`config.mk`:
```
export PLATFORM = sky130hd
export DESIGN_NAME = memory_arbiter
export DESIGN_NICKNAME = d
export VERILOG_FILES = /design/src/rtl/memory_arbiter.sv
export SDC_FILE = /design/constraint.sdc
export NUM_CORES = 1
export LEC_CHECK = 0
export ABC_AREA = 0
export ABC_CLOCK_PERIOD_IN_PS = 1680
export CORE_MARGIN = 4
export CORE_UTILIZATION = 36
export DETAILED_ROUTE_END_ITERATION = 6
export GPL_ROUTABILITY_DRIVEN = 0
export GPL_TIMING_DRIVEN = 0
export PLACE_DENSITY = 0.77
export SKIP_CTS_REPAIR_TIMING = 1
export SLEW_MARGIN = 20
export SYNTH_ARGS = -nofsm -noshare
export SYNTH_HDL_FRONTEND = slang
export SYNTH_SLANG_ARGS = --single-unit
```
`constraint.sdc`:
```
create_clock -name clk -period 1.68 [get_ports clk]
set_input_delay 0.504 -clock clk [delete_from_list [all_inputs] [get_ports clk]]
set_output_delay 0.504 -clock clk [all_outputs]
set_load 0.01 [all_outputs]
```
`src/rtl/memory_arbiter.sv`:
```
// rtl/memory_arbiter.sv - two-port (fetch/data) arbiter onto one fixed-latency memory port.
// Optional round-robin arbitration under `MEMORY_ARBITER_RR_EN; default build grants data first.
module memory_arbiter #(
    parameter int MEM_LATENCY = 2
) (
    input  logic        clk,
    input  logic        reset,
    input  logic        if_req,
    input  logic [31:0] if_addr,
    output logic        if_valid,
    output logic [31:0] if_rdata,
    input  logic        d_req,
    input  logic        d_we,
    input  logic [31:0] d_addr,
    input  logic [31:0] d_wdata,
    output logic        d_valid,
    output logic [31:0] d_rdata,
    output logic [31:0] mem_addr,
    output logic [31:0] mem_wdata,
    output logic        mem_re,
    output logic        mem_we,
    input  logic [31:0] mem_rdata,
    output logic        stall
);

    localparam int LAT_I = (MEM_LATENCY >= 1 && MEM_LATENCY <= 7) ? MEM_LATENCY : 1;
    localparam logic [2:0] LAT = 3'(LAT_I);

    localparam logic [1:0] S_IDLE    = 2'd0;
    localparam logic [1:0] S_IF_BUSY = 2'd1;
    localparam logic [1:0] S_D_BUSY  = 2'd2;

    logic [1:0]  state_q, state_d;
    logic [2:0]  cnt_q, cnt_d;
    logic [31:0] mem_addr_q, mem_addr_d;
    logic [31:0] mem_wdata_q, mem_wdata_d;
    logic        mem_re_q, mem_re_d;
    logic        mem_we_q, mem_we_d;
    logic        is_store_q, is_store_d;
    logic        if_valid_q, if_valid_d;
    logic        d_valid_q, d_valid_d;
    logic [31:0] if_rdata_q, if_rdata_d;
    logic [31:0] d_rdata_q, d_rdata_d;
    logic        grant_d, grant_if;

`ifdef MEMORY_ARBITER_RR_EN
    // Set when data should win the next tie; flips toward the port not served last.
    logic        rr_prefer_d_q, rr_prefer_d_d;

    always_comb begin
        if (d_req && if_req) begin
            grant_d = rr_prefer_d_q;
        end else begin
            grant_d = d_req;
        end
        grant_if = if_req & ~grant_d;
    end
`else
    always_comb begin
        grant_d  = d_req;
        grant_if = if_req & ~d_req;
    end
`endif

    always_comb begin
        state_d     = state_q;
        cnt_d       = cnt_q;
        mem_addr_d  = mem_addr_q;
        mem_wdata_d = mem_wdata_q;
        mem_re_d    = 1'b0;
        mem_we_d    = 1'b0;
        is_store_d  = is_store_q;
        if_valid_d  = 1'b0;
        d_valid_d   = 1'b0;
        if_rdata_d  = if_rdata_q;
        d_rdata_d   = d_rdata_q;
`ifdef MEMORY_ARBITER_RR_EN
        rr_prefer_d_d = rr_prefer_d_q;
`endif
        case (state_q)
            S_IDLE: begin
                if (grant_d) begin
                    state_d     = S_D_BUSY;
                    cnt_d       = LAT;
                    mem_addr_d  = d_addr;
                    mem_wdata_d = d_wdata;
                    mem_re_d    = ~d_we;
                    mem_we_d    = d_we;
                    is_store_d  = d_we;
`ifdef MEMORY_ARBITER_RR_EN
                    rr_prefer_d_d = 1'b0;
`endif
                end else if (grant_if) begin
                    state_d     = S_IF_BUSY;
                    cnt_d       = LAT;
                    mem_addr_d  = if_addr;
                    mem_wdata_d = 32'h0;
                    mem_re_d    = 1'b1;
                    is_store_d  = 1'b0;
`ifdef MEMORY_ARBITER_RR_EN
                    rr_prefer_d_d = 1'b1;
`endif
                end
            end
            S_IF_BUSY, S_D_BUSY: begin
                // A zero count can only come from corruption; retire rather than wrap.
                if (cnt_q <= 3'd1) begin
                    state_d = S_IDLE;
                    cnt_d   = 3'd0;
                    if (state_q == S_IF_BUSY) begin
                        if_valid_d = 1'b1;
                        if_rdata_d = mem_rdata;
                    end else begin
                        d_valid_d = 1'b1;
                        if (!is_store_q) begin
                            d_rdata_d = mem_rdata;
                        end
                    end
                end else begin
                    cnt_d = cnt_q - 3'd1;
                end
            end
            default: begin
                state_d = S_IDLE;
                cnt_d   = 3'd0;
            end
        endcase
    end

    always_ff @(posedge clk) begin
        if (reset) begin
            state_q     <= S_IDLE;
            cnt_q       <= 3'd0;
            mem_addr_q  <= 32'h0;
            mem_wdata_q <= 32'h0;
            mem_re_q    <= 1'b0;
            mem_we_q    <= 1'b0;
            is_store_q  <= 1'b0;
            if_valid_q  <= 1'b0;
            d_valid_q   <= 1'b0;
            if_rdata_q  <= 32'h0;
            d_rdata_q   <= 32'h0;
`ifdef MEMORY_ARBITER_RR_EN
            rr_prefer_d_q <= 1'b1;
`endif
        end else begin
            state_q     <= state_d;
            cnt_q       <= cnt_d;
            mem_addr_q  <= mem_addr_d;
            mem_wdata_q <= mem_wdata_d;
            mem_re_q    <= mem_re_d;
            mem_we_q    <= mem_we_d;
            is_store_q  <= is_store_d;
            if_valid_q  <= if_valid_d;
            d_valid_q   <= d_valid_d;
            if_rdata_q  <= if_rdata_d;
            d_rdata_q   <= d_rdata_d;
`ifdef MEMORY_ARBITER_RR_EN
            rr_prefer_d_q <= rr_prefer_d_d;
`endif
        end
    end

    assign mem_addr  = mem_addr_q;
    assign mem_wdata = mem_wdata_q;
    assign mem_re    = mem_re_q;
    assign mem_we    = mem_we_q;
    assign if_valid  = if_valid_q;
    assign if_rdata  = if_rdata_q;
    assign d_valid   = d_valid_q;
    assign d_rdata   = d_rdata_q;
    assign stall     = (if_req & ~if_valid_q) | (d_req & ~d_valid_q);

endmodule

```
==> qor.yml <==
pwr:
  vdd_drop_max_v: 0.0008386
  fin_total_pwr_uw: 11770
  leakagePower_uw: 0.005634
  power_density_nw_per_um2: 1244
finish:
  diodes: 0
  fin_cells: 1072
  layout-drive-gt1-share_pct: 12.00
  area_growth_pct: 83.58
  final_core_util_pct: 67.86
  fill_cells: 1063
  layout.nets: 1017
  design_area_sq_um: 9457
logic_synthesis:
  synth_cell_type_count: 30
  synth_nets: 725
  synth_area_leaders: "dfxtp_1 (54%), nand2_1 (9.8%), a21oi_1 (6.8%), mux2i_1 (6.2%), a211oi_1 (5.0%)"
  seq_area_frac_synth_pct: 53.63
  syn-cell-area_sq_um: 5151
  synth.largest_area_cell: "dfxtp_1"
  ys.warnings.count: 0
  netlist.area_leader.share_pct: 53.63
  syn_area_per_cell_sq_um: 8.775
  synth_seq_cells: 138
  synth_cells: 587
timing:
  rsz0062_at_grt: "yes"
  finClkSkew_ns: 0.007972
  period_needed_ns: 1.788
  fin_tns_setup_ns: -0.1083
  finalHoldViolations: 0
  tightest_slew_ns: 0.6781
  fin_ws_ns: -0.1083
  finalSetupViolCount: 1
  slew_headroom_pct: 54.79
  period_share_pct: 106.4
  fmaxAchievable_ghz: 0.5592
  maxSlewViolCount: 0
placed_design:
  portBuffers: 264
  dp_hpwl_mm: 12.91
  dp_cells: 1031
  post_dp_cell_area_sq_um: 8021
clock_network:
  root_buffer: "clkbuf_16"
  clkSinkCount: 138
  clk_path_buf_depth: 2
  cts_tree: "yes"
  numCtsBuffers: 17
  clk_latency_ns: 0.42
  path_clk_slew_ns: 0.06
  htreeDepth: 4
route:
  drt-total-wl_mm: 18.61
  via_count: 5284
  route.detailed.drc: 0
  first_pass_iters: 4
  viasPerCell: 4.929
  drt_iter0_drc: 241
  wl_per_cell_microns: 17.36
  ant_nets: 0
critical_path:
  end_kind: "output port"
  cp_slowest_cell: "clkbuf_2"
  cp-startpoint: "d_req"
  required_ns: 1.18
  cp.arrival_ns: 1.28
  critPathMaxFanout: 10
  crit_chain: "clkbuf_2 > buf_6 > buf_8 > inv_1 > o22ai_1 > clkbuf_2"
  cpMostUsedCell: "clkbuf_2"
  cp-start-kind: "primary input"
  worstSetupPathType: "in2out"
  cp_num_buf_inv: 5
  crit_family: "buffers and inverters"
  cpPeakStageDelay_ns: 0.18
  reg2reg_from: "state_q[0]"
min_path:
  holdCritPathClass: "reg2reg"
  hp-start: "if_rdata[6]"
floorplanning:
  coreArea_sq_um: 13930
  die_y_microns: 127.6
  die_w_microns: 127.6
  dieArea_sq_um: 16290
  rows: 43
  io_pins: 266
  initial_utilization_pct: 36.97
global_route:
  grt_pass1_vias: 5174
  antenna_found_initial: 1
  grt_max_degree: 17
  grt-ovfl-total: 0
  grt_pass1_wl_mm: 26.76
  grt_usage_pct: 21.04
run_status:
  failed_checks: "setup timing"
  status: "complete, but fails checks"
job:
  cap_violations: 0
[through the flow]
step	worst slack [ns]	hold slack, ns
2_1_floorplan	0.01042	0.4482
4_1_cts	-1.225	0.4539
5_1_grt	-0.1564	0.4640
3_3_place_gp	-1.205	0.4412
6_report	-0.1083	0.4488
3_5_place_dp	-1.216	0.4458
[cells in the mapped netlist, drive strengths merged]
master	number
a211oi	34
a21o	1
a21oi	70
a22oi	32
and2	2
buf	21
clkbuf	25
dfxtp	138
ha	5
inv	7
mux2i	32
nand2	134
nand2b	2
nand3b	1
nor2	66
nor3b	3
nor4	1
nor4b	1
o21a	1
o21ai	4
o21ba	1
o21bai	1
o22ai	1
o311ai	1
or4	3
[layout by cell type (no fill, tap or decap), types with 7 or more instances in the layout]
cell,netlist,routed
dlymetal6s2s_1,0,133
mux2i_1,32,32
clkdlybuf4s50_1,0,129
buf_6,0,7
dfxtp_1,138,134
bufinv_16,0,7
buf_4,5,8
clkbuf_16,0,20
a21oi_1,70,61
a22oi_1,32,32
buf_2,13,7
a211oi_1,34,34
nand2_1,134,130
a21oi_2,0,9
nor2_1,66,66
clkbuf_1,25,15
clkbuf_2,0,8
[report_power, final]
group	switching, uW	total, uW	internal [uW]	leakage [uW]
clock	1420	4510	3090	0.000342
combinational	1580	3280	1710	0.00416
sequential	243	3970	3730	0.00113
[worst reg2reg max path, cell delays in order (launching register included)]
cell     delay (ns)
dfxtp_4        0.36
inv_2          0.05
ha_4           0.28
nor4b_4        0.21
and2_4         0.19
buf_12         0.13
buf_8          0.11
nand2_1        0.08
a21oi_1        0.17
[area by class of cell]
type,count,area (sq um),area share [%]
well taps,180,225.2,2.382
plain buffers,45,329.1,3.480
repair buffers,274,3097,32.75
clock inverters,11,237.7,2.514
multi-input cells,396,2283,24.15
clock buffers,21,480.5,5.081
flip-flops and latches,138,2775,29.35
inverters,7,28.78,0.3043
[path summary, 6_finish.rpt]
check                      to  slack (ns)  depth (start not counted)
hold reg to reg   if_rdata[6]        0.45                          2
setup reg to reg   d_rdata[9]        0.01                          8
hold / removal    if_rdata[6]        0.45                          2
setup / recovery        stall       -0.11                          6
[logic make-up after synthesis]
logic type	count (synthesis)	share of synthesized area, %
muxes	32	6.218
adders and majority gates	5	1.214
AOI/OAI and AO/OA	146	17.80
and+or+nand+nor	213	16.59
buffers and inverters	53	4.542
DFF	138	53.63
[per-layer routing]
metal / track usage, % / share of wire [%] / vias up
li1: - / - / 2588
met2: 36.23 / 51 / 184
met3: 7.943 / 8.2 / 23
met1: 24.13 / 39 / 2487
met5: 0 / 0.070 / -
met4: 6.804 / 1.3 / 2
[sequential cells by signal, summed over array words and instances, names as in the netlist]
name,cells
d_rdata,32
if_rdata,32
mem_addr,32
mem_wdata,32
cnt_q,3
state_q,2
d_valid,1
if_valid,1
is_store_q,1
mem_re,1
mem_we,1
Note: power is estimated with default switching activity, not from simulation.
